**config.mk**
```make
export PLATFORM = sky130hd
export DESIGN_NAME = uart_usb_port
export DESIGN_NICKNAME = d
export VERILOG_FILES = /design/src/rtl/uart_pkg.sv /design/src/rtl/uart_rx_fifo.sv /design/src/rtl/uart_usb_port.sv
export SDC_FILE = /design/constraint.sdc
export NUM_CORES = 1
export LEC_CHECK = 0
export ABC_CLOCK_PERIOD_IN_PS = 3400
export CORE_UTILIZATION = 49
export CTS_CLUSTER_SIZE = 8
export DETAILED_ROUTE_END_ITERATION = 6
export DONT_BUFFER_PORTS = 1
export PLACE_DENSITY = 0.74
export SLEW_MARGIN = 15
export SYNTH_ARGS = -nofsm -noshare
export SYNTH_HDL_FRONTEND = slang
export SYNTH_HIERARCHICAL = 1
export SYNTH_SLANG_ARGS = --single-unit
```
**constraint.sdc**
```tcl
create_clock -name clk -period 3.4 [get_ports clk]
set_input_delay 0.68 -clock clk [delete_from_list [all_inputs] [get_ports clk]]
set_output_delay 0.68 -clock clk [all_outputs]
set_load 0.02 [all_outputs]
```
**src/rtl/uart_pkg.sv**
```systemverilog
// Shared types and helpers for the USB serial UART.
// Frame state enum, bit count and baud divisor function.
package uart_pkg;

    typedef enum logic [1:0] {
        IDLE,
        START,
        DATA,
        STOP
    } uart_state_t;

    localparam int UART_BITS = 8;

    function automatic int uart_div(input int clk_hz, input int baud);
        return clk_hz / baud;
    endfunction

endpackage

```
**src/rtl/uart_rx_fifo.sv**
```systemverilog
// Receive byte store: circular FIFO with UART_RX_FIFO_EN, else one holding register.
// A push into a full store is refused unless a pop frees a slot in the same cycle.
import uart_pkg::*;

module uart_rx_fifo #(
    parameter int DEPTH = 4
) (
    input  logic       clk,
    input  logic       rst,
    input  logic       push,
    input  logic       pop,
    input  logic [7:0] din,
    output logic [7:0] dout,
    output logic       empty,
    output logic       full
);

    if (DEPTH < 2 || (DEPTH & (DEPTH - 1)) != 0) begin : g_bad_depth
        $error("uart_rx_fifo: DEPTH must be a power of 2, at least 2");
    end

`ifdef UART_RX_FIFO_EN
    localparam int AW = $clog2(DEPTH);

    logic [AW:0] wptr;
    logic [AW:0] rptr;
    logic [7:0]  mem [DEPTH];
    logic        wr_en;
    logic        rd_en;

    assign empty = (wptr == rptr);
    assign full  = (wptr[AW] != rptr[AW]) &&
                   (wptr[AW-1:0] == rptr[AW-1:0]);
    assign rd_en = pop && !empty;
    assign wr_en = push && (!full || rd_en);
    assign dout  = mem[rptr[AW-1:0]];

    always_ff @(posedge clk or negedge rst) begin
        if (!rst) begin
            wptr <= '0;
            rptr <= '0;
            for (int i = 0; i < DEPTH; i++) begin
                mem[i] <= 8'h00;
            end
        end else begin
            if (wr_en) begin
                mem[wptr[AW-1:0]] <= din;
                wptr <= wptr + 1'b1;
            end
            if (rd_en) begin
                rptr <= rptr + 1'b1;
            end
        end
    end
`else
    logic [7:0] hold;
    logic       valid;

    assign empty = !valid;
    assign full  = valid;
    assign dout  = hold;

    always_ff @(posedge clk or negedge rst) begin
        if (!rst) begin
            hold  <= 8'h00;
            valid <= 1'b0;
        end else if (push && (!valid || pop)) begin
            hold  <= din;
            valid <= 1'b1;
        end else if (pop) begin
            valid <= 1'b0;
        end
    end
`endif

endmodule

```
**src/rtl/uart_usb_port.sv**
```systemverilog
// 8N1 UART for the USB serial channel; RX store depth set by UART_RX_FIFO_EN.
// Holds the rxd synchronizer, both frame FSMs, shift registers and sticky rx_err.
import uart_pkg::*;

module uart_usb_port #(
    parameter int CLK_HZ   = 11059200,
    parameter int BAUD     = 115200,
    parameter int RX_DEPTH = 4
) (
    input  logic       clk,
    input  logic       rst,
    input  logic       rxd_i,
    output logic       txd_o,
    input  logic [7:0] tx_data,
    input  logic       tx_write,
    output logic       tx_ready,
    output logic [7:0] rx_data,
    output logic       rx_valid,
    input  logic       rx_read,
    output logic [1:0] status,
    output logic       rx_err
);

    localparam int          DIV       = uart_div(CLK_HZ, BAUD);
    localparam logic [6:0]  DIV_LAST  = 7'(DIV - 1);
    localparam logic [6:0]  HALF_LAST = 7'(DIV / 2 - 1);
    localparam logic [2:0]  LAST_BIT  = 3'(UART_BITS - 1);

    logic [1:0]  sync;
    logic        rx_s;
    logic        rx_prev;

    uart_state_t rx_state, rx_state_n;
    logic [6:0]  rx_cnt, rx_cnt_n;
    logic [2:0]  rx_bit, rx_bit_n;
    logic [7:0]  rx_shift, rx_shift_n;
    logic        rx_push;
    logic        frame_err;

    uart_state_t tx_state, tx_state_n;
    logic [6:0]  tx_cnt, tx_cnt_n;
    logic [2:0]  tx_bit, tx_bit_n;
    logic [7:0]  tx_shift, tx_shift_n;

    logic        st_empty;
    logic        st_full;
    logic        rx_pop;
    logic        overrun;

    assign rx_s     = sync[1];
    assign rx_valid = !st_empty;
    assign rx_pop   = rx_read && rx_valid;
    assign overrun  = rx_push && st_full && !rx_pop;
    assign status   = {rx_valid, tx_ready};

    always_ff @(posedge clk or negedge rst) begin
        if (!rst) begin
            sync     <= 2'b11;
            rx_prev  <= 1'b1;
            rx_state <= IDLE;
            rx_cnt   <= '0;
            rx_bit   <= '0;
            rx_shift <= '0;
        end else begin
            sync     <= {sync[0], rxd_i};
            rx_prev  <= rx_s;
            rx_state <= rx_state_n;
            rx_cnt   <= rx_cnt_n;
            rx_bit   <= rx_bit_n;
            rx_shift <= rx_shift_n;
        end
    end

    always_comb begin
        rx_state_n = rx_state;
        rx_cnt_n   = rx_cnt + 7'd1;
        rx_bit_n   = rx_bit;
        rx_shift_n = rx_shift;
        rx_push    = 1'b0;
        frame_err  = 1'b0;
        unique case (rx_state)
            IDLE: begin
                rx_cnt_n = '0;
                if (rx_prev && !rx_s) begin
                    rx_state_n = START;
                end
            end
            START: begin
                // Mid-start-bit recheck filters short glitches silently
                if (rx_cnt == HALF_LAST) begin
                    rx_cnt_n   = '0;
                    rx_bit_n   = '0;
                    rx_state_n = rx_s ? IDLE : DATA;
                end
            end
            DATA: begin
                if (rx_cnt == DIV_LAST) begin
                    rx_cnt_n   = '0;
                    rx_shift_n = {rx_s, rx_shift[7:1]};
                    rx_bit_n   = rx_bit + 3'd1;
                    if (rx_bit == LAST_BIT) begin
                        rx_state_n = STOP;
                    end
                end
            end
            STOP: begin
                if (rx_cnt == DIV_LAST) begin
                    rx_cnt_n   = '0;
                    rx_state_n = IDLE;
                    rx_push    = rx_s;
                    frame_err  = !rx_s;
                end
            end
        endcase
    end

    uart_rx_fifo #(
        .DEPTH(RX_DEPTH)
    ) u_store (
        .clk  (clk),
        .rst  (rst),
        .push (rx_push),
        .pop  (rx_pop),
        .din  (rx_shift),
        .dout (rx_data),
        .empty(st_empty),
        .full (st_full)
    );

    // A new error in the same cycle as a read must survive
    always_ff @(posedge clk or negedge rst) begin
        if (!rst) begin
            rx_err <= 1'b0;
        end else if (frame_err || overrun) begin
            rx_err <= 1'b1;
        end else if (rx_read) begin
            rx_err <= 1'b0;
        end
    end

    always_ff @(posedge clk or negedge rst) begin
        if (!rst) begin
            tx_state <= IDLE;
            tx_cnt   <= '0;
            tx_bit   <= '0;
            tx_shift <= '0;
        end else begin
            tx_state <= tx_state_n;
            tx_cnt   <= tx_cnt_n;
            tx_bit   <= tx_bit_n;
            tx_shift <= tx_shift_n;
        end
    end

    always_comb begin
        tx_state_n = tx_state;
        tx_cnt_n   = tx_cnt + 7'd1;
        tx_bit_n   = tx_bit;
        tx_shift_n = tx_shift;
        tx_ready   = 1'b0;
        txd_o      = 1'b1;
        unique case (tx_state)
            IDLE: begin
                tx_ready = 1'b1;
                tx_cnt_n = '0;
                if (tx_write) begin
                    tx_shift_n = tx_data;
                    tx_state_n = START;
                end
            end
            START: begin
                txd_o = 1'b0;
                if (tx_cnt == DIV_LAST) begin
                    tx_cnt_n   = '0;
                    tx_bit_n   = '0;
                    tx_state_n = DATA;
                end
            end
            DATA: begin
                txd_o = tx_shift[0];
                if (tx_cnt == DIV_LAST) begin
                    tx_cnt_n   = '0;
                    tx_shift_n = {1'b1, tx_shift[7:1]};
                    tx_bit_n   = tx_bit + 3'd1;
                    if (tx_bit == LAST_BIT) begin
                        tx_state_n = STOP;
                    end
                end
            end
            STOP: begin
                if (tx_cnt == DIV_LAST) begin
                    tx_cnt_n   = '0;
                    tx_state_n = IDLE;
                end
            end
        endcase
    end

endmodule
```
# Word level (Yosys, flattened, before mapping)
# Cells that the tools add are included.
dict set report totals {
  ff_bits 53
  latchBits 0
  ram_bits 0
  romBits 0
  out_inout_bits 14
  n_memories 0
}
dict set report classes {
  n_addsub 4
  multipliers 0
  div 0
  n_lt_le_gt_ge 0
  n_eq_ne 21
  n_shift 0
  mux 37
  n_bitwise 0
  reduce_logical 25
}
# cell count
set ops {}
lappend ops {{2-bit two-way mux} 11}
lappend ops {{7-bit two-way mux} 3}
lappend ops {{7-bit case mux with 3 select lines} 1}
lappend ops {{2-bit != test, second input constant} 10}
lappend ops {{8-bit two-way mux} 2}
lappend ops {{2-bit case mux with 4 select lines} 2}
lappend ops {{8-bit case mux with 2 select lines} 1}
lappend ops {{7-bit by 1-bit adder with 7-bit output, second input constant} 2}
lappend ops {{7-bit == test, second input constant} 2}
lappend ops {{7-bit case mux with 2 select lines} 1}
lappend ops {{3-bit two-way mux} 4}
lappend ops {{3-bit case mux with 2 select lines} 2}
lappend ops {{5-bit AND reduction} 2}
lappend ops {{2-bit nonzero test} 5}
lappend ops {{1-bit two-way mux} 9}
lappend ops {{3-bit AND reduction} 3}
lappend ops {{2-bit == test, second input constant} 4}
lappend ops {{7-bit by 6-bit == test with 1-bit output, second input constant} 1}
lappend ops {{3-bit by 1-bit adder with 3-bit output, second input constant} 2}
lappend ops {{3-bit == test, second input constant} 2}
lappend ops {{1-bit logical AND} 5}
lappend ops {{2-bit by 1-bit == test with 1-bit output, second input constant} 2}
lappend ops {{2-bit logical NOT} 2}
lappend ops {{1-bit logical NOT} 3}
lappend ops {{other kinds (5)} 6}

# Logic depth before layout (Yosys ltp)
# Gate-level depths: netlist of run 1.
dict set report logic_depth {
  word_depth 7
  depth_mapped 8
}

# Cells and area by module
# The synthesis of run 1 kept the hierarchy.
# mod n_inst cells_each area_each_um2 seq_area_each_um2
set by_module_without_submodules {}
lappend by_module_without_submodules {uart_usb_port 1 232 2398.6 1104.8}
lappend by_module_without_submodules {uart_rx_fifo 1 21 381.6 225.2}

# Worst setup path before layout of run 1
# Ideal clock, no wire load.
dict set report synth_timing {
  path_type {reg-to-output}
  from {register tx_state[0]}
  to {output port txd_o}
  arrival_ns 1.495
  required_ns 2.720
  path_slack_ns 1.225
  stages_incl_launch_ff 6
  n_path_buf 2
  cell_sequence {dfrtp_1 -> inv_1 -> ha_1 -> buf_2 -> clkbuf_1 -> o21ai_0}
}
dict set report synth_between {
  elab_chain_len 2
  elab_cells_between_ends 3
}
# element line_no
set synth_lines {}
lappend synth_lines {{start, declared} uart_usb_port.sv:40} ;# uart_state_t tx_state, tx_state_n;
lappend synth_lines {{start signal, assigned} uart_usb_port.sv:148} ;# tx_state <= tx_state_n;
lappend synth_lines {{2-bit == test or 2-bit by 1-bit == test with 1-bit output (tied branches)} uart_usb_port.sv:162} ;# unique case (tx_state)
lappend synth_lines {{1-bit case mux with 2 select lines (*)} uart_usb_port.sv:162}
lappend synth_lines {{end, declared} uart_usb_port.sv:13} ;# output logic txd_o,
# Mark *: on every way between the ends. The rest lies on a longest branch, timed or not.

# Worst setup path after layout of run 1
dict set report layout_timing {
  from {register tx_state[0]}
  to {output port status[0]}
}
dict set report layout_between {
  elab_chain_len 2
}
# element line_no
set layout_lines {}
lappend layout_lines {{2-bit logical NOT} uart_usb_port.sv:162}
lappend layout_lines {{1-bit two-way mux} uart_usb_port.sv:162}
lappend layout_lines {{end, declared} uart_usb_port.sv:20} ;# output logic [1:0] status,
# Every way passes these cells.

==> run_summary.xml, run 1 <==
<?xml version="1.0" encoding="UTF-8"?>
<metrics>
  <group name="outcome">
    <metric name="outcome" unit="">finished, final reports clean</metric>
  </group>
  <group name="synth">
    <metric name="synth_warnings" unit="">6</metric>
    <metric name="synth.distinct_cells" unit="">49</metric>
    <metric name="syn_area" unit="sq um">2780</metric>
    <metric name="syn-mean-instance-area" unit="sq um">11.0</metric>
    <metric name="synth_top_cells_by_area" unit="">dfrtp_1, mux2_4, ha_1</metric>
    <metric name="synth_largest_type_area_fraction" unit="%">45.0</metric>
    <metric name="synth_seq_cells" unit="">53</metric>
    <metric name="synth_async_sr_flop_share" unit="%">100</metric>
    <metric name="count_of_flip_flops_with_a_built_in_enable_after_synthesis" unit="">0</metric>
    <metric name="predominant_post_synthesis_flop_cell" unit="">dfrtp_1</metric>
    <metric name="post_synth_inst_count" unit="">253</metric>
    <metric name="seq_area_frac_synth" unit="%">47.8</metric>
    <metric name="post-synth-top-area-cell" unit="">dfrtp_1</metric>
    <metric name="post_synth_most_frequent_cells" unit="">dfrtp_1, nor2_1, mux2_4</metric>
    <metric name="yosys.cell_count.top_type" unit="">dfrtp_1</metric>
    <metric name="postSynthNetCount" unit="">277</metric>
  </group>
  <group name="sta">
    <metric name="final.period_utilization" unit="%">70.4</metric>
    <metric name="final.hold.worst_slack" unit="ns">0.0633</metric>
    <metric name="max_freq" unit="MHz">418</metric>
    <metric name="timing_max_transition_violations_final" unit="">0</metric>
    <metric name="period_needed" unit="ns">2.39</metric>
    <metric name="setup-tns-final" unit="ns">0</metric>
    <metric name="hold_violations" unit="">0</metric>
    <metric name="setup_violations" unit="">0</metric>
    <metric name="maxSlewHeadroom" unit="%">32.4</metric>
    <metric name="fin_clk_skew" unit="ns">0.00673</metric>
    <metric name="tightest_slew" unit="ns">1.01</metric>
    <metric name="grt_setup_unrepaired" unit="">no</metric>
  </group>
  <group name="global_routing">
    <metric name="antenna_found_initial" unit="">0</metric>
    <metric name="grt_pass1_wl" unit="mm">7.67</metric>
    <metric name="grt_pass1_vias" unit="">1712</metric>
    <metric name="grt_usage" unit="%">16.0</metric>
    <metric name="maximum_number_of_pins_on_one_net_before_global_route_repair" unit="">54</metric>
    <metric name="grt_overflow" unit="">0</metric>
  </group>
  <group name="clock_tree">
    <metric name="tritoncts" unit="">done</metric>
    <metric name="clock_insertion_delay_worst_skew" unit="ns">0.30</metric>
    <metric name="clock_sinks" unit="">53</metric>
    <metric name="root_buffer_selected_by_cts" unit="">clkbuf_8</metric>
    <metric name="cts-buffers-inserted" unit="">5</metric>
    <metric name="postCtsSetupBuffers" unit="">0</metric>
    <metric name="clk_transition_reported_paths" unit="ns">0.09</metric>
    <metric name="clock_tree.buffer_depth" unit="">2</metric>
    <metric name="post_cts_hold_buffer_count" unit="">0</metric>
    <metric name="cts_resized" unit="">0</metric>
    <metric name="cts_htree_levels" unit="">2</metric>
  </group>
  <group name="drt">
    <metric name="wirelength" unit="mm">4.40</metric>
    <metric name="routed-via-count" unit="">1775</metric>
    <metric name="route.detailed.drc" unit="">0</metric>
    <metric name="final_antenna_net_count" unit="">0</metric>
    <metric name="first_iter_violations" unit="">114</metric>
    <metric name="route.detailed.wl_per_inst" unit="um">13.8</metric>
    <metric name="drt-vias-per-instance" unit="">5.58</metric>
    <metric name="first_pass_iters" unit="">4</metric>
  </group>
  <group name="setup_path">
    <metric name="r2r-start" unit="">tx_state[0]$_DFFE_PN0P_</metric>
    <metric name="crit_chain" unit="">inv_1 &gt; ha_1</metric>
    <metric name="critPathBufInv" unit="">1</metric>
    <metric name="end_kind" unit="">output port</metric>
    <metric name="crit_start" unit="">tx_state[0]$_DFFE_PN0P_</metric>
    <metric name="timing.critical_path.from_type" unit="">register</metric>
    <metric name="required" unit="ns">2.72</metric>
    <metric name="cpMaxStageDelayCell" unit="">ha_1</metric>
    <metric name="critical-path-max-stage-delay" unit="ns">0.85</metric>
    <metric name="largest_fanout_on_the_critical_path" unit="">21</metric>
    <metric name="crit_type" unit="">register to output port</metric>
    <metric name="cp_top_family" unit="">adder cells</metric>
    <metric name="crit_arrival" unit="ns">1.71</metric>
  </group>
  <group name="placement">
    <metric name="gpl.final_weighted_congestion" unit="">0.796</metric>
    <metric name="placed_cell_area" unit="sq um">2800</metric>
    <metric name="numPortBuffers" unit="">0</metric>
    <metric name="dpl.hpwl" unit="mm">3.05</metric>
  </group>
  <group name="cells_and_area">
    <metric name="synthToLayoutAreaGrowth" unit="%">4.01</metric>
    <metric name="final_net_count" unit="">269</metric>
    <metric name="final_design_area_excluding_fillers" unit="sq um">2890</metric>
    <metric name="utilization" unit="%">52.8</metric>
    <metric name="antenna_cells_inserted" unit="">0</metric>
    <metric name="fraction_of_final_layout_cells_sized_beyond_drive_strength_1" unit="%">18.3</metric>
  </group>
  <group name="floorplan">
    <metric name="initial_core_util" unit="%">50.8</metric>
    <metric name="io_pins" unit="">27</metric>
    <metric name="die_height" unit="um">77.3</metric>
    <metric name="die_footprint" unit="sq um">5980</metric>
    <metric name="die_w" unit="um">77.3</metric>
    <metric name="num_rows" unit="">27</metric>
    <metric name="fp.coreArea" unit="sq um">5470</metric>
  </group>
  <group name="job">
    <metric name="max_cap_viol_count" unit="">0</metric>
  </group>
  <group name="power">
    <metric name="power" unit="uW">1130</metric>
    <metric name="power.density_cell_area" unit="nW/um^2">389</metric>
    <metric name="ir_worst_vdd" unit="uV">182</metric>
    <metric name="p_leak" unit="uW">0.00130</metric>
  </group>
  <group name="worst_hold_path">
    <metric name="timing.hold.worst.class" unit="">input pin to async pin</metric>
  </group>
</metrics>
==> flip-flops by register name, summed over array words and instances (netlist names), 2 cells and up, named ones only <==
| name | flops |
|---|---|
| tx_cnt | 7 |
| tx_bit | 3 |
| rx_bit | 3 |
| u_store/dout | 8 |
| sync | 2 |
| tx_shift | 8 |
| rx_cnt | 7 |
| tx_state | 2 |
| rx_shift | 8 |
==> layout make-up <==
| type | count | area (sq um) |
|---|---|---|
| fill | 497 | 2580 |
| sequential | 53 | 1330 |
| multi-input combinational | 169 | 1310 |
| tap | 72 | 90.1 |
| clock buffer | 6 | 82.6 |
| inverter | 14 | 52.6 |
| timing repair buffer | 2 | 15.0 |
| clock inverter | 2 | 13.8 |
==> per-layer routing <==
metal  track usage (%)  vias up  routed length [um]
met4              7.17        0                  65
li1                  -      891                   -
met3              3.69        7                 114
met2              25.8       22                2040
met5                 0        -                   0
met1              20.4      855                2180
==> power by group <==
part / internal (uW) / switching, uW / total, uW
clock: 165 / 196 / 361
combinational: 37.6 / 33.3 / 71.0
sequential: 663 / 31.4 / 694
total: 866 / 260 / 1130
==> logic make-up after synthesis <==
logic type	synth area share (%)
buf+inv	5.13
fa+ha+maj	4.95
compound gates	14.2
simple gates	15.6
mux	9.72
flops	47.8
xor+xnor	2.52
==> final timing paths <==
kind / slack [ns] / cells past startpoint / to
min in group clk: 0.36 / 0 / sync[1]$_DFF_PN1_
worst min register to register: 0.36 / 0 / sync[1]$_DFF_PN1_
worst max-delay path: 1.01 / 2 / status[0]
worst max register to register: 1.29 / 5 / tx_state[1]$_DFFE_PN0P_
worst min-delay path: 0.06 / 0 / u_store/full$_DFFE_PN0P_
max in group asynchronous: 3.14 / 0 / sync[0]$_DFF_PN1_
==> stage by stage <==
stage                     worst slack, ns  std cells
after CTS                            1.00        318
after floorplan                      1.22        253
final                                1.01        318
after global routing                0.930        318
after global placement               1.35        310
after detailed placement             1.32        310
==> cells in the final DEF (no fill, tap or decap), types with 9 or more instances in the layout <==
cell type / instances
a31oi_1: 9
dfrtp_1: 50
ha_1: 11
inv_1: 14
mux2_4: 15
nand2_1: 12
nor2_1: 22
o21ai_0: 13
(Power assumes the default switching activity.)
==> run 2: changes to the inputs <==
ABC_CLOCK_PERIOD_IN_PS = 2500   (was 3400)
clock period = 2.5 ns   (was 3.4 ns; I/O delays follow)
==> run 2 against run 1 <==
Register-to-register slack worse by 0.82 ns; flip-flop and latch count stayed put; critical endpoint is now txd_o; critical path depth is 2 higher; final area is 2.3% higher; hold slack worse by 0.031 ns; highest routed layer unchanged; first-iteration DRC count is 63% higher; final cell count is 0.94% higher; largest power group unchanged; largest cell class unchanged; global-route usage is 1.1 points higher; via count is 1.9% higher.
==> run_summary.xml, run 2 (synthesis results as in run 1) <==
<?xml version="1.0" encoding="UTF-8"?>
<metrics>
  <group name="outcome">
    <metric name="outcome" unit="">finished, final reports clean</metric>
  </group>
  <group name="global_routing">
    <metric name="grt_pass1_wl" unit="mm">8.21</metric>
    <metric name="grt_overflow" unit="">0</metric>
    <metric name="maximum_number_of_pins_on_one_net_before_global_route_repair" unit="">51</metric>
    <metric name="grt_pass1_vias" unit="">1764</metric>
    <metric name="antenna_found_initial" unit="">0</metric>
    <metric name="grt_usage" unit="%">17.1</metric>
  </group>
  <group name="sta">
    <metric name="tightest_slew" unit="ns">0.641</metric>
    <metric name="postLayoutSetupSlackWorst" unit="ns">0.208</metric>
    <metric name="hold_violations" unit="">0</metric>
    <metric name="maxSlewHeadroom" unit="%">57.0</metric>
    <metric name="final.period_utilization" unit="%">91.7</metric>
    <metric name="setup_violations" unit="">0</metric>
    <metric name="max_freq" unit="MHz">436</metric>
    <metric name="period_needed" unit="ns">2.29</metric>
    <metric name="fin_clk_skew" unit="ns">0.00896</metric>
    <metric name="timing_max_transition_violations_final" unit="">0</metric>
    <metric name="grt_setup_unrepaired" unit="">no</metric>
    <metric name="setup-tns-final" unit="ns">0</metric>
  </group>
  <group name="setup_path">
    <metric name="cp_top_family" unit="">adder cells</metric>
    <metric name="timing.critical_path.from_type" unit="">register</metric>
    <metric name="crit_type" unit="">register to output port</metric>
    <metric name="crit_arrival" unit="ns">1.79</metric>
    <metric name="r2r-start" unit="">rx_cnt[0]$_DFF_PN0_</metric>
    <metric name="cpMaxStageDelayCell" unit="">ha_1</metric>
    <metric name="end_kind" unit="">output port</metric>
    <metric name="r2r_end" unit="">u_store/dout[6]$_DFFE_PN0P_</metric>
    <metric name="crit_chain" unit="">inv_1 &gt; ha_1 &gt; o21ai_0 &gt; buf_4</metric>
    <metric name="critical-path-max-stage-delay" unit="ns">0.57</metric>
    <metric name="worstRegToRegCells" unit="">7</metric>
    <metric name="regToRegSetupSlack" unit="ns">0.47</metric>
    <metric name="crit_start" unit="">tx_state[0]$_DFFE_PN0P_</metric>
    <metric name="largest_fanout_on_the_critical_path" unit="">23</metric>
    <metric name="critPathBufInv" unit="">2</metric>
    <metric name="required" unit="ns">2.00</metric>
  </group>
  <group name="worst_hold_path">
    <metric name="timing.hold.worst.class" unit="">input pin to async pin</metric>
  </group>
  <group name="floorplan">
    <metric name="fp.coreArea" unit="sq um">5470</metric>
    <metric name="io_pins" unit="">27</metric>
    <metric name="die_footprint" unit="sq um">5980</metric>
    <metric name="die_w" unit="um">77.3</metric>
    <metric name="initial_core_util" unit="%">50.8</metric>
    <metric name="num_rows" unit="">27</metric>
    <metric name="die_height" unit="um">77.3</metric>
  </group>
  <group name="clock_tree">
    <metric name="cts_htree_levels" unit="">2</metric>
    <metric name="cts-buffers-inserted" unit="">5</metric>
    <metric name="clk_transition_reported_paths" unit="ns">0.09</metric>
    <metric name="root_buffer_selected_by_cts" unit="">clkbuf_8</metric>
    <metric name="tritoncts" unit="">done</metric>
    <metric name="clock_sinks" unit="">53</metric>
    <metric name="clock_insertion_delay_worst_skew" unit="ns">0.30</metric>
    <metric name="cts_resized" unit="">0</metric>
    <metric name="clock_tree.buffer_depth" unit="">2</metric>
  </group>
  <group name="drt">
    <metric name="route.met3.wl" unit="um">141</metric>
    <metric name="met2RoutedLength" unit="mm">2.21</metric>
    <metric name="route.detailed.drc" unit="">0</metric>
    <metric name="route.detailed.wl_per_inst" unit="um">14.6</metric>
    <metric name="first_iter_violations" unit="">186</metric>
    <metric name="top_layer_used" unit="">met4</metric>
    <metric name="met1_length" unit="mm">2.28</metric>
    <metric name="first_pass_iters" unit="">4</metric>
    <metric name="routed-via-count" unit="">1808</metric>
    <metric name="wirelength" unit="mm">4.69</metric>
    <metric name="drt-vias-per-instance" unit="">5.63</metric>
    <metric name="final_antenna_net_count" unit="">0</metric>
  </group>
  <group name="cells_and_area">
    <metric name="final_net_count" unit="">272</metric>
    <metric name="fraction_of_final_layout_cells_sized_beyond_drive_strength_1" unit="%">19.3</metric>
    <metric name="synthToLayoutAreaGrowth" unit="%">6.39</metric>
    <metric name="layout_commonest_cell" unit="">dfrtp_1</metric>
    <metric name="top_library_cells_by_usage_in_the_layout_fill_and_taps_aside" unit="">dfrtp_1, nor2_1, mux2_4, inv_1, o21ai_0</metric>
    <metric name="antenna_cells_inserted" unit="">0</metric>
  </group>
  <group name="placement">
    <metric name="gpl.final_weighted_congestion" unit="">0.789</metric>
    <metric name="post_placement_setup_slack" unit="ns">0.484</metric>
    <metric name="dpl.hpwl" unit="mm">3.15</metric>
    <metric name="numPortBuffers" unit="">0</metric>
  </group>
  <group name="job">
    <metric name="max_cap_viol_count" unit="">0</metric>
  </group>
  <group name="power">
    <metric name="ir_worst_vdd" unit="uV">288</metric>
    <metric name="power.density_cell_area" unit="nW/um^2">558</metric>
    <metric name="p_leak" unit="uW">0.00133</metric>
    <metric name="power" unit="uW">1650</metric>
  </group>
</metrics>
[run 2: cell types whose count changed in the layout (fill, tap and decap cells not counted), sizes merged]
cell / previous run / this run
clkinv: 2 / 0
clkinvlp: 0 / 1
bufinv: 0 / 1
buf: 2 / 5
[run 2: layout make-up]
| type | count | area, sq um |
|---|---|---|
| Inverter | 14 | 52.6 |
| Sequential cell | 53 | 1330 |
| Fill cell | 470 | 2510 |
| Timing Repair Buffer | 5 | 57.6 |
| Tap cell | 72 | 90.1 |
| Multi-Input combinational cell | 169 | 1310 |
| Clock inverter | 2 | 37.5 |
| Clock buffer | 6 | 82.6 |
[run 2: power breakdown]
group / total [uW] / switching (uW) / internal, uW
logic: 112 / 57.2 / 55.0
registers: 944 / 43.0 / 902
clock network: 595 / 270 / 326
total: 1650 / 370 / 1280
[run 2: worst max-delay path by stage]
stage | end | cells after the start | slack, ns
after global placement | u_store/dout[4]$_DFFE_PN0P_ | 7 | 0.53
final | txd_o | 4 | 0.21
after global routing | txd_o | 4 | 0.05
after floorplan | txd_o | 5 | 0.50
after CTS | txd_o | 4 | 0.19
after detailed placement | u_store/dout[6]$_DFFE_PN0P_ | 7 | 0.48
[run 2: timing repair]
| item | CTS | global route |
|---|---|---|
| endpoints found under the setup margin | 0 | 0 |
| hold buffers | 1 | 0 |
| endpoints found under the hold margin | 50 | 0 |
| setup buffers | 0 | 0 |
[run 2: per-layer routing]
| layer | track usage, % | vias up |
|---|---|---|
| met4 | 4.91 | 0 |
| li1 | - | 895 |
| met1 | 23.1 | 881 |
| met2 | 26.9 | 25 |
| met3 | 4.40 | 7 |
| met5 | 0 | - |
[run 2: through the flow]
step | util [%] | std cells | instance area [sq um] | hold slack, ns
2_1_floorplan | - | 253 | 2780 | 0.204
4_1_cts | 54.0 | 321 | 2960 | 0.0210
3_5_place_dp | 51.3 | 312 | 2810 | 0.206
3_3_place_gp | 51.3 | 312 | 2810 | 0.205
5_1_grt | 54.0 | 321 | 2960 | 0.0145
6_report | 54.0 | 321 | 2960 | 0.0322
==> run 3: changes to the inputs <==
REMOVE_ABC_BUFFERS = 1   (was unset)
SLEW_MARGIN = 30   (was 15)
==> run 3 against run 2 <==
Final cell count is 0.93% higher; combinational power is 4% higher; sequential share of layout area is 0.076 points higher; setup slack better by 0.17 ns; utilization is 0.091 points lower; die area stayed put; first-iteration DRC count is 11% lower; count of clock-buffer cells in the layout is 1 lower; global-route usage is 1.3 points higher; critical endpoint unchanged; largest cell class unchanged.
==> run_summary.xml, run 3 (synthesis results as in run 1) <==
<?xml version="1.0" encoding="UTF-8"?>
<metrics>
  <group name="sta">
    <metric name="maxSlewHeadroom" unit="%">59.2</metric>
    <metric name="final.period_utilization" unit="%">84.9</metric>
    <metric name="period_needed" unit="ns">2.12</metric>
    <metric name="final.hold.worst_slack" unit="ns">0.0300</metric>
    <metric name="max_freq" unit="MHz">471</metric>
    <metric name="fin_clk_skew" unit="ns">0.00837</metric>
    <metric name="grt_setup_unrepaired" unit="">no</metric>
    <metric name="hold_violations" unit="">0</metric>
    <metric name="tightest_slew" unit="ns">0.608</metric>
    <metric name="setup-tns-final" unit="ns">0</metric>
    <metric name="setup_violations" unit="">0</metric>
    <metric name="timing_max_transition_violations_final" unit="">0</metric>
  </group>
  <group name="cells_and_area">
    <metric name="layout_commonest_cell" unit="">dfrtp_1</metric>
    <metric name="utilization" unit="%">54.0</metric>
    <metric name="top_library_cells_by_usage_in_the_layout_fill_and_taps_aside" unit="">dfrtp_1, nor2_1, mux2_4, inv_1, o21ai_0</metric>
    <metric name="final_net_count" unit="">275</metric>
    <metric name="n_fill_cell" unit="">484</metric>
    <metric name="multiInputGateArea" unit="sq um">1310</metric>
    <metric name="synthToLayoutAreaGrowth" unit="%">6.21</metric>
    <metric name="antenna_cells_inserted" unit="">0</metric>
    <metric name="final-seq-area" unit="sq um">1330</metric>
    <metric name="fraction_of_final_layout_cells_sized_beyond_drive_strength_1" unit="%">19.8</metric>
  </group>
  <group name="floorplan">
    <metric name="io_pins" unit="">27</metric>
    <metric name="die_w" unit="um">77.3</metric>
    <metric name="initial_core_util" unit="%">50.8</metric>
    <metric name="die_height" unit="um">77.3</metric>
    <metric name="fp.coreArea" unit="sq um">5470</metric>
    <metric name="die_footprint" unit="sq um">5980</metric>
    <metric name="num_rows" unit="">27</metric>
  </group>
  <group name="power">
    <metric name="ir_worst_vdd" unit="uV">271</metric>
    <metric name="p_leak" unit="uW">0.00133</metric>
    <metric name="power.density_cell_area" unit="nW/um^2">521</metric>
  </group>
  <group name="drt">
    <metric name="route.met3.wl" unit="um">173</metric>
    <metric name="route.detailed.wl_per_inst" unit="um">14.6</metric>
    <metric name="routed-via-count" unit="">1840</metric>
    <metric name="top_layer_used" unit="">met4</metric>
    <metric name="drt-vias-per-instance" unit="">5.68</metric>
    <metric name="met2RoutedLength" unit="mm">2.30</metric>
    <metric name="route.detailed.drc" unit="">0</metric>
    <metric name="final_antenna_net_count" unit="">0</metric>
    <metric name="first_pass_iters" unit="">4</metric>
    <metric name="met1_length" unit="mm">2.20</metric>
    <metric name="first_iter_violations" unit="">166</metric>
    <metric name="wirelength" unit="mm">4.73</metric>
  </group>
  <group name="clock_tree">
    <metric name="clock_tree.buffer_depth" unit="">2</metric>
    <metric name="cts_htree_levels" unit="">2</metric>
    <metric name="tritoncts" unit="">done</metric>
    <metric name="root_buffer_selected_by_cts" unit="">clkbuf_8</metric>
    <metric name="clock_insertion_delay_worst_skew" unit="ns">0.30</metric>
    <metric name="cts-buffers-inserted" unit="">5</metric>
    <metric name="clock_sinks" unit="">53</metric>
    <metric name="postCtsSetupBuffers" unit="">0</metric>
    <metric name="clk_transition_reported_paths" unit="ns">0.10</metric>
  </group>
  <group name="global_routing">
    <metric name="antenna_found_initial" unit="">0</metric>
    <metric name="grt_overflow" unit="">0</metric>
    <metric name="grt_usage" unit="%">18.3</metric>
    <metric name="maximum_number_of_pins_on_one_net_before_global_route_repair" unit="">51</metric>
    <metric name="grt_pass1_vias" unit="">1908</metric>
    <metric name="grt_pass1_wl" unit="mm">8.65</metric>
  </group>
  <group name="outcome">
    <metric name="outcome" unit="">finished, final reports clean</metric>
  </group>
  <group name="setup_path">
    <metric name="required" unit="ns">2.00</metric>
    <metric name="largest_fanout_on_the_critical_path" unit="">12</metric>
    <metric name="crit_arrival" unit="ns">1.62</metric>
    <metric name="end_kind" unit="">output port</metric>
    <metric name="crit_type" unit="">register to output port</metric>
    <metric name="timing.critical_path.from_type" unit="">register</metric>
  </group>
  <group name="placement">
    <metric name="dpl.hpwl" unit="mm">3.22</metric>
    <metric name="gpl.final_weighted_congestion" unit="">0.763</metric>
    <metric name="numPortBuffers" unit="">0</metric>
  </group>
  <group name="job">
    <metric name="max_cap_viol_count" unit="">0</metric>
  </group>
  <group name="worst_hold_path">
    <metric name="timing.hold.worst.class" unit="">input pin to async pin</metric>
  </group>
</metrics>
[run 3: area by class of cell]
type / count / area share (%)
clock buffer: 5 / 2.33
inverter: 14 / 1.78
sequential: 53 / 45.0
timing repair buffer: 8 / 2.80
multi-input combinational: 169 / 44.3
clock inverter: 3 / 0.720
tap: 72 / 3.05
[run 3: timing repair]
item,in CTS,in global routing
endpoints found under the hold margin,50,2
gates resized for setup,0,0
hold buffers,1,1
[run 3: layer usage]
metal | vias up | track usage, %
met2 | 21 | 31.2
met4 | 0 | 5.66
met3 | 4 | 5.48
li1 | 902 | -
met1 | 913 | 22.2
met5 | - | 0
[run 3: per-stage QoR]
stage	setup slack, ns	instances	instance area [sq um]	total power [uW]
CTS	0.370	323	2940	1550
global route	0.211	324	2950	1620
floorplan	0.430	236	2690	1030
finish	0.378	324	2950	1540
detailed placement	0.496	314	2830	1060
global placement	0.541	314	2830	1050
[run 3: power breakdown]
part           total (uW)  switching [uW]  internal, uW
combinational         116            59.8          56.4
sequential            946            44.7           902
clock                 476             277           199
total                1540             381          1160
[run 3: critical path: stages (launching register included)]
cell	delay [ns]
dfrtp_1	0.42
inv_1	0.13
ha_1	0.38
nand2_1	0.08
o21ai_0	0.12
buf_4	0.19
[run 3: worst paths after layout]
path | startpoint | end | slack [ns] | cells after the start
worst max-delay path | tx_state[0]$_DFFE_PN0P_ | txd_o | 0.38 | 5
worst min-delay path | rst | rx_err$_DFFE_PN0P_ | 0.03 | 1
worst max register to register | rx_cnt[0]$_DFF_PN0_ | u_store/dout[7]$_DFFE_PN0P_ | 0.46 | 7
worst min register to register | sync[0]$_DFF_PN1_ | sync[1]$_DFF_PN1_ | 0.35 | 0
max in group asynchronous | rst | rx_prev$_DFF_PN1_ | 1.87 | 1
min in group clk | rxd_i | sync[0]$_DFF_PN1_ | 0.19 | 0
